$ cat src/rtl/sid_bus_master_if.sv
// rtl/sid_bus_master_if.sv - command, response and SID register port bundle
interface sid_bus_master_if #(
    parameter int DELAY_W = 16
);
    // Command stream
    logic               iCmdValid;
    logic               oCmdReady;
    logic               iCmdRead;
    logic [4:0]         iCmdAddr;
    logic [7:0]         iCmdData;
    logic [DELAY_W-1:0] iCmdDelay;
    // Read response stream
    logic               oRspValid;
    logic               iRspReady;
    logic [7:0]         oRspData;
    // SID register port
    logic               oWE;
    logic [4:0]         oAddr;
    logic [7:0]         oDataW;
    logic [7:0]         iDataR;
    // Status
    logic               oBusy;

    modport master (
        input  iCmdValid, iCmdRead, iCmdAddr, iCmdData, iCmdDelay,
        input  iRspReady, iDataR,
        output oCmdReady, oRspValid, oRspData, oWE, oAddr, oDataW, oBusy
    );

    modport slave (
        output iCmdValid, iCmdRead, iCmdAddr, iCmdData, iCmdDelay,
        output iRspReady, iDataR,
        input  oCmdReady, oRspValid, oRspData, oWE, oAddr, oDataW, oBusy
    );
endinterface

$ cat src/rtl/sid_bus_master.sv
// rtl/sid_bus_master.sv - queued, clkEn-timed SID register write/read sequencer
module sid_bus_master #(
    parameter int FIFO_DEPTH = 16,
    parameter int DELAY_W    = 16
) (
    input  logic             clk,
    input  logic             rst,
    input  logic             clkEn,
    sid_bus_master_if.master bus
);
    localparam int AW = $clog2(FIFO_DEPTH);
    localparam int EW = 1 + 5 + 8 + DELAY_W;

    localparam logic [1:0] ST_IDLE = 2'd0;
    localparam logic [1:0] ST_WAIT = 2'd1;
    localparam logic [1:0] ST_RSP  = 2'd2;

    // Command FIFO storage: {read, addr, data, delay}
    logic [EW-1:0] mem_q [FIFO_DEPTH];
    logic [AW-1:0] wr_ptr_q, rd_ptr_q;
    logic [AW:0]   count_q, count_d;
    logic          full, empty, push, pop;

    // Sequencer state
    logic [1:0]         state_q, state_d;
    logic [DELAY_W-1:0] cnt_q, cnt_d;
    logic               read_q, read_d;
    logic [4:0]         addr_q, addr_d;
    logic [7:0]         dataw_q, dataw_d;
    logic [7:0]         rsp_data_q, rsp_data_d;
    logic               busy_q, busy_d;
    logic               we;

    logic [EW-1:0]      head;
    logic               head_read;
    logic [4:0]         head_addr;
    logic [7:0]         head_data;
    logic [DELAY_W-1:0] head_delay;

    assign full  = (count_q == (AW+1)'(FIFO_DEPTH));
    assign empty = (count_q == '0);
    assign push  = bus.iCmdValid & bus.oCmdReady;
    assign pop   = (state_q == ST_IDLE) & !empty;

    assign head       = mem_q[rd_ptr_q];
    assign head_read  = head[EW-1];
    assign head_addr  = head[EW-2 -: 5];
    assign head_data  = head[DELAY_W+7 -: 8];
    assign head_delay = head[DELAY_W-1:0];

    assign bus.oCmdReady = !full & !rst;
    assign bus.oWE       = we;
    assign bus.oAddr     = addr_q;
    assign bus.oDataW    = dataw_q;
    assign bus.oRspValid = (state_q == ST_RSP);
    assign bus.oRspData  = rsp_data_q;
    assign bus.oBusy     = busy_q;

    // FIFO storage write; contents need no reset since count gates visibility
    always_ff @(posedge clk) begin
        if (push) begin
            mem_q[wr_ptr_q] <= {bus.iCmdRead, bus.iCmdAddr, bus.iCmdData, bus.iCmdDelay};
        end
    end

    // FIFO occupancy: simultaneous push and pop leaves the count unchanged
    always_comb begin
        count_d = count_q;
        case ({push, pop})
            2'b10:   count_d = count_q + 1'b1;
            2'b01:   count_d = count_q - 1'b1;
            default: count_d = count_q;
        endcase
    end

    // Sequencer: pop in IDLE, count clkEn ticks in WAIT, hold the response in RSP
    always_comb begin
        state_d    = state_q;
        cnt_d      = cnt_q;
        read_d     = read_q;
        addr_d     = addr_q;
        dataw_d    = dataw_q;
        rsp_data_d = rsp_data_q;
        we         = 1'b0;
        case (state_q)
            ST_IDLE: begin
                if (!empty) begin
                    state_d = ST_WAIT;
                    cnt_d   = head_delay;
                    read_d  = head_read;
                    addr_d  = head_addr;
                    dataw_d = head_data;
                end
            end
            ST_WAIT: begin
                if (clkEn) begin
                    if (cnt_q != '0) begin
                        cnt_d = cnt_q - DELAY_W'(1);
                    end else if (read_q) begin
                        rsp_data_d = bus.iDataR;
                        state_d    = ST_RSP;
                    end else begin
                        we      = 1'b1;
                        state_d = ST_IDLE;
                    end
                end
            end
            ST_RSP: begin
                if (bus.iRspReady) begin
                    state_d = ST_IDLE;
                end
            end
            default: state_d = ST_IDLE;
        endcase
        busy_d = (count_d != '0) | (state_d != ST_IDLE);
    end

    // State registers; reset discards queued commands and any pending response
    always_ff @(posedge clk or posedge rst) begin
        if (rst) begin
            wr_ptr_q   <= '0;
            rd_ptr_q   <= '0;
            count_q    <= '0;
            state_q    <= ST_IDLE;
            cnt_q      <= '0;
            read_q     <= 1'b0;
            addr_q     <= '0;
            dataw_q    <= '0;
            rsp_data_q <= '0;
            busy_q     <= 1'b0;
        end else begin
            if (push) wr_ptr_q <= wr_ptr_q + 1'b1;
            if (pop)  rd_ptr_q <= rd_ptr_q + 1'b1;
            count_q    <= count_d;
            state_q    <= state_d;
            cnt_q      <= cnt_d;
            read_q     <= read_d;
            addr_q     <= addr_d;
            dataw_q    <= dataw_d;
            rsp_data_q <= rsp_data_d;
            busy_q     <= busy_d;
        end
    end
endmodule

$ cat src/flat_wrapper.sv
// flat-port wrapper written by rule: the top's interface ports become plain ports
module sid_bus_master_flat 
#(
    parameter int FIFO_DEPTH = 16,
    parameter int DELAY_W    = 16
)
  (clk, rst, clkEn, bus_iCmdValid, bus_iCmdRead, bus_iCmdAddr, bus_iCmdData, bus_iCmdDelay, bus_iRspReady, bus_iDataR, bus_oCmdReady, bus_oRspValid, bus_oRspData, bus_oWE, bus_oAddr, bus_oDataW, bus_oBusy);
  sid_bus_master_if #(.DELAY_W(DELAY_W)) bus_i ();
  input  logic clk;
  input  logic rst;
  input  logic clkEn;
  input wire logic [$bits(bus_i.iCmdValid)-1:0] bus_iCmdValid;
  input wire logic [$bits(bus_i.iCmdRead)-1:0] bus_iCmdRead;
  input wire logic [$bits(bus_i.iCmdAddr)-1:0] bus_iCmdAddr;
  input wire logic [$bits(bus_i.iCmdData)-1:0] bus_iCmdData;
  input wire logic [$bits(bus_i.iCmdDelay)-1:0] bus_iCmdDelay;
  input wire logic [$bits(bus_i.iRspReady)-1:0] bus_iRspReady;
  input wire logic [$bits(bus_i.iDataR)-1:0] bus_iDataR;
  output wire logic [$bits(bus_i.oCmdReady)-1:0] bus_oCmdReady;
  output wire logic [$bits(bus_i.oRspValid)-1:0] bus_oRspValid;
  output wire logic [$bits(bus_i.oRspData)-1:0] bus_oRspData;
  output wire logic [$bits(bus_i.oWE)-1:0] bus_oWE;
  output wire logic [$bits(bus_i.oAddr)-1:0] bus_oAddr;
  output wire logic [$bits(bus_i.oDataW)-1:0] bus_oDataW;
  output wire logic [$bits(bus_i.oBusy)-1:0] bus_oBusy;
  assign bus_i.iCmdValid = bus_iCmdValid;
  assign bus_i.iCmdRead = bus_iCmdRead;
  assign bus_i.iCmdAddr = bus_iCmdAddr;
  assign bus_i.iCmdData = bus_iCmdData;
  assign bus_i.iCmdDelay = bus_iCmdDelay;
  assign bus_i.iRspReady = bus_iRspReady;
  assign bus_i.iDataR = bus_iDataR;
  assign bus_oCmdReady = bus_i.oCmdReady;
  assign bus_oRspValid = bus_i.oRspValid;
  assign bus_oRspData = bus_i.oRspData;
  assign bus_oWE = bus_i.oWE;
  assign bus_oAddr = bus_i.oAddr;
  assign bus_oDataW = bus_i.oDataW;
  assign bus_oBusy = bus_i.oBusy;
  sid_bus_master #(.FIFO_DEPTH(FIFO_DEPTH), .DELAY_W(DELAY_W)) u_core (.clk(clk), .rst(rst), .clkEn(clkEn), .bus(bus_i));
endmodule
$ cat config.mk
export PLATFORM = sky130hd
export DESIGN_NAME = sid_bus_master_flat
export DESIGN_NICKNAME = d
export VERILOG_FILES = /design/src/rtl/sid_bus_master_if.sv /design/src/rtl/sid_bus_master.sv /design/src/flat_wrapper.sv
export SDC_FILE = /design/constraint.sdc
export NUM_CORES = 1
export LEC_CHECK = 0
export CELL_PAD_IN_SITES_DETAIL_PLACEMENT = 1
export CELL_PAD_IN_SITES_GLOBAL_PLACEMENT = 2
export CORE_ASPECT_RATIO = 1.2
export CORE_UTILIZATION = 25
export DETAILED_ROUTE_END_ITERATION = 12
export HOLD_SLACK_MARGIN = 0.15
export PLACE_DENSITY = 0.5
export SYNTH_ARGS = -nofsm -noshare
export SYNTH_HDL_FRONTEND = slang
export SYNTH_SLANG_ARGS = --single-unit
export TNS_END_PERCENT = 1
$ cat constraint.sdc
create_clock -name clk -period 5.4 [get_ports clk]
set_input_delay 0.81 -clock clk [delete_from_list [all_inputs] [get_ports clk]]
set_output_delay 0.81 -clock clk [all_outputs]
set_load 0.1 [all_outputs]
**Word-level counts from Yosys, hierarchy flattened**

Memories as Yosys holds them, arrays and structs flattened.
Cells that the tools add are included.

- Add/sub/neg operators: 5
- Equality and inequality tests: 8
- Mux-type cells: 17
- Bitwise operators: 6
- Reduce and logical (&&, ||, !) cells: 12

Operator list:

| cell | count |
|---|---|
| 16-bit 2-to-1 mux | 3 |
| 16-bit one-hot mux with 2 select lines | 1 |
| 16-bit nonzero test | 1 |
| 16-bit by 1-bit subtractor with 16-bit output, second input constant | 1 |
| 2-bit 2-to-1 mux | 5 |
| 5-bit one-hot mux with 2 select lines | 1 |
| 4-bit by 1-bit adder with 4-bit output, second input constant | 2 |
| 4-bit AND reduction | 2 |
| 1-bit 2-to-1 mux | 6 |
| 2-bit one-hot mux with 3 select lines | 1 |
| 5-bit by 1-bit adder with 5-bit output, second input constant | 1 |
| 5-bit == test, second input constant | 1 |
| 5-bit logical NOT | 1 |
| 5-bit nonzero test | 1 |
| 5-bit by 1-bit subtractor with 5-bit output, second input constant | 1 |
| 2-bit by 1-bit == test with 1-bit output, second input constant | 2 |
| 2-bit == test, second input constant | 2 |
| 2-bit inequality test, second input constant | 2 |
| 2-bit nonzero test | 2 |
| 1-bit bitwise AND | 3 |
| 1-bit logical NOT | 3 |
| 2-bit logical NOT | 1 |
| 2-bit by 1-bit inequality test with 1-bit output, second input constant | 1 |
| 1-bit inverter | 2 |
| 2 further kinds | 2 |

- Register bits after elaboration: 54
- Memory bits (writable): 480
- Input port bits: 43
- Output and inout port bits: 25
- Logic and storage cells: 59
- Memories kept: 1

Memories:

| memory | words | width | read ports | clocked after Yosys merged registers in | write ports | line | source |
|---|---|---|---|---|---|---|---|
| u_core.mem_q | 16 | 30 | 1 | 0 | 1 | sid_bus_master.sv:19 | `logic [EW-1:0] mem_q [FIFO_DEPTH];` |

**Longest topological paths before layout**

- Depth in word-level cells: 8
- Depth in mapped cells: 13
- Mapped depth without buffers: 11

**Worst setup path after synthesis**

Ideal clock, no wire load.

- Kind: reg-to-output
- Start: register u_core.cnt_q[0]
- End: output port bus_oWE
- Data arrival time: 3.965 ns
- Required time: 4.590 ns
- Path slack: 0.625 ns
- Stages on the path, launching flop included: 8
- Path buffers: 2
- Cell sequence: dfrtp_1 inv_1 ha_1 or4b_1 buf_6 or4_4 buf_6 nor3_1

- Longest elaborated chain between the ends: 4

Ends and longest elaborated chain:

| item | line | source |
|---|---|---|
| start, declared | sid_bus_master.sv:26 | `logic [DELAY_W-1:0] cnt_q, cnt_d;` |
| start signal, assigned | sid_bus_master.sv:136 | `cnt_q <= cnt_d;` |
| 16-bit nonzero test | sid_bus_master.sv:97 | `if (cnt_q != '0) begin` |
| 1-bit 2-to-1 mux | sid_bus_master.sv:97 |  |
| 1-bit 2-to-1 mux | sid_bus_master.sv:96 | `if (clkEn) begin` |
| 1-bit 2-to-1 mux | sid_bus_master.sv:85 | `case (state_q)` |
| end, declared | flat_wrapper.sv:22 | `output wire logic [$bits(bus_i.oWE)-1:0] bus_oWE;` |

No other way between the ends.

**Worst setup path after layout**

Ends and elaborated chain as after synthesis.

==> metrics.csv <==
stage,metric,value,unit
clock_tree,Clock Tree Buf Depth,3,
critical_path,Setup crit end kind,output pin,
outcome,status,completed,
critical_path,Worst Path Arrival,3.19,ns
worst_hold_path,hold_sp,u_core.bus.oDataW[2],
clock_tree,clk_lat worst skew,0.63,ns
clock_tree,CTS Buf Count,57,
synthesis,leading area contributor after synthesis,edfxtp_1,
detailed_routing,DRC Markers,0,
detailed_routing,Vias/cell,4.42,
critical_path,Critical Path Source,u_core.cnt_q[0],
synthesis,Synth Cell Area,20900,µm²
grt,vias in the first global route,11300,
placement,Placed Area,23100,µm²
clock_tree,htree depth,2,
detailed_routing,vias,10100,
timing,Final Skew,0.0375,ns
synthesis,asr flop ratio synth,0.101,
flow_run,max-cap viol count,0,
cells_and_area,nets,1167,
synthesis,post-synthesis cell type count,48,
power,Net Sw Power,0.00267,W
critical_path,maximum fanout along the worst path,8,
detailed_routing,routed wire length,52800,µm
clock_tree,hold_buf cts,0,
timing,unrepaired setup endpoints after global routing,false,
die,row cnt,115,
detailed_routing,DR WL met3,1970,µm
timing,Final Setup Violations,0,
synthesis,number of synthesized flops with an enable pin,480,
synthesis,Syn Inst Count,1016,
timing,minimum clock period,4.00,ns
critical_path,Required @ worst endpoint,4.59,ns
grt,gr usage total,0.128,
timing,fin crit share,0.741,
power,Reg power frac,0.483,
detailed_routing,Highest Signal Layer,met5,
synthesis,synth warn,0,
cells_and_area,"Area growth, synth to finish",19.4,%
clock_tree,postcts setup bufs,0,
grt,initial antenna violation count,2,
detailed_routing,met1 WL,23800,µm
timing,Rel. slew slack,0.193,
clock_tree,Root Buffer,clkbuf_16,
synthesis,Yosys top cell area share,0.689,
cells_and_area,share of layout cells above drive strength 1,0.259,
die,starting density of the core,0.254,
placement,detailed placement HPWL,29900,µm
power,Pwr Density,415,nW/µm²
synthesis,Synthesized Nets,1067,
synthesis,Synth area leaders,"edfxtp_1, mux4_2, dfrtp_1",
power,sw frac,0.257,
power,Max VDD drop,0.213,mV
worst_hold_path,hold crit path type,flop to flop,
placement,number of port buffers,67,
critical_path,Crit Path Class,flop to output pin,
detailed_routing,drt wl/cell,23.2,µm
timing,Least-Margin Pin Slew,1.21,ns
clock_tree,post_cts resized,0,
synthesis,sequential area share after synthesis,0.753,
synthesis,Most used DFF post-synth,edfxtp_1,
detailed_routing,Detail Route Antenna Nets,0,
timing,final hold violations,0,
power,Combinational Power Share,0.139,
timing,fin. max-slew vios,0,
grt,GR Overflow Total,0,
cells_and_area,Finished Cell Area,25000,µm²
placement,routability cong.,0.696,
detailed_routing,metal2 WL,26200,µm
power,Pleak,7.75,nW
die,Die Span Y,319,µm
clock_tree,CTS tree,done,
timing,Achievable Freq,0.250,GHz
detailed_routing,initial drt markers,545,
synthesis,synthesized area per cell,20.6,µm²
power,clock power share,0.378,
clock_tree,Worst-path clk slew,0.06,ns
power,Internal,0.00770,W
die,IO Count,68,
grt,largest net degree at the start of global routing,60,
clock_tree,Clock Sink Count,534,
grt,first-pass GRT wire length,79200,µm
die,die area,84900,µm²
die,Core Area,82400,µm²
critical_path,Critical Path Source Type,flop,
detailed_routing,drt first pass iters,4,
synthesis,Synth Register Bits,534,
critical_path,Reg-to-Reg Start,u_core.count_q[2],
timing,setup TNS,0,ns
die,Die Wd,266,µm
cell type report:
type,instances,area [µm²]
clock inverter,40,412
antenna,1,2.50
multi-input combinational,417,4980
sequential,534,15800
tap,1111,1390
fill,8285,57500
clock buffer,67,1460
inverter,9,33.8
timing repair buffer,97,918
placed cells by master (no fill, tap or decap), types with 4 or more instances in the layout:
| cell type | Yosys | final |
|---|---|---|
| mux2_2 | 15 | 15 |
| ha_1 | 8 | 8 |
| mux4_2 | 142 | 142 |
| buf_4 | 0 | 29 |
| xnor2_1 | 9 | 9 |
| a21oi_1 | 22 | 22 |
| o21ai_0 | 15 | 15 |
| nand2_1 | 70 | 70 |
| nor2_1 | 41 | 29 |
| clkbuf_16 | 0 | 57 |
| dfrtp_1 | 54 | 50 |
| nor3_2 | 0 | 4 |
| mux2i_1 | 9 | 9 |
| nor4_1 | 7 | 7 |
| or3_1 | 5 | 5 |
| nand2b_1 | 6 | 6 |
| clkbuf_1 | 30 | 10 |
| clkinv_1 | 0 | 12 |
| nand3_1 | 8 | 8 |
| inv_1 | 8 | 7 |
| nor3_1 | 11 | 7 |
| bufinv_16 | 0 | 7 |
| clkinv_2 | 0 | 15 |
| a211oi_1 | 8 | 8 |
| edfxtp_1 | 480 | 480 |
| clkdlybuf4s50_1 | 0 | 66 |
| nor2_4 | 0 | 12 |
| nor2b_1 | 5 | 5 |
synthesized netlist by cell type (3+ instances only):
cell,instances
nor4_1,7
clkbuf_1,30
inv_1,8
nand2_1,70
mux4_2,142
nor2b_1,5
dfrtp_1,54
mux2i_1,9
nor2_1,41
ha_1,8
o21ai_0,15
edfxtp_1,480
a21oi_1,22
mux2_2,15
nand4_1,3
buf_1,6
buf_2,17
a211oi_1,8
nand3_1,8
xnor2_1,9
nand2b_1,6
nor3_1,11
buf_6,3
or3_1,5
final timing paths:
| path | cells past startpoint | slack (ns) | to |
|---|---|---|---|
| max in group asynchronous | 3 | 3.63 | u_core.cnt_q[3] |
| setup reg to reg | 8 | 1.87 | u_core.bus.oBusy |
| hold reg to reg | 2 | 0.47 | u_core.bus.oDataW[2] |
| min in group asynchronous | 2 | 0.85 | u_core.state_q[0] |
| setup / recovery | 6 | 1.40 | bus_oWE |
| hold / removal | 2 | 0.47 | u_core.bus.oDataW[2] |
flip-flops by register name, indices dropped and copies added (netlist names):
name                 count
u_core.mem_q           480
u_core.cnt_q            16
u_core.bus.oDataW        8
u_core.bus.oRspData      8
u_core.bus.oAddr         5
u_core.count_q           5
u_core.rd_ptr_q          4
u_core.wr_ptr_q          4
u_core.state_q           2
u_core.bus.oBusy         1
u_core.read_q            1
cells by family (layout without fill, tap and decap cells):
kind of cell    Yosys count  after routing  share of synthesized area
other cells               0              1                          0
xor+xnor                 11             11                    0.00461
buf+inv                  65            213                     0.0138
flops                   534            534                      0.753
fa+ha+maj                 8              8                    0.00478
mux                     166            166                      0.165
compound gates           65             65                     0.0203
simple gates            167            167                     0.0378
stage by stage:
stage	cells	setup slack [ns]	utilization	hold WS (ns)	total power (W)
after floorplan	1016	0.625	-	0.476	0.00603
after global placement	2168	1.20	0.280	0.462	0.00656
after detailed placement	2168	1.23	0.280	0.465	0.00658
after CTS	2275	1.32	0.303	0.481	0.0106
after global routing	2275	1.20	0.303	0.521	0.0108
final	2276	1.40	0.303	0.472	0.0104
power groups by stage:
stage | clock, W | sequential [W] | combinational [W]
after floorplan | 0 | 0.00506 | 0.000972
after global placement | 0 | 0.00509 | 0.00148
after detailed placement | 0 | 0.00509 | 0.00149
after CTS | 0.00406 | 0.00501 | 0.00150
after global routing | 0.00421 | 0.00505 | 0.00157
final | 0.00392 | 0.00500 | 0.00144
metal layers:
| layer | global-route usage | up-vias |
|---|---|---|
| li1 | - | 4364 |
| met3 | 0.0211 | 63 |
| met2 | 0.215 | 160 |
| met5 | 0 | - |
| met4 | 0.0284 | 4 |
| met1 | 0.172 | 5473 |
critical path, stage by stage, from the launching register on:
cell and delay [ns]:
dfrtp_1 0.41, inv_1 0.09, ha_1 0.21, or4b_1 0.63
or4_4 0.67, nor3_1 0.24, buf_4 0.33
Note: power is estimated with default switching activity, not from simulation.
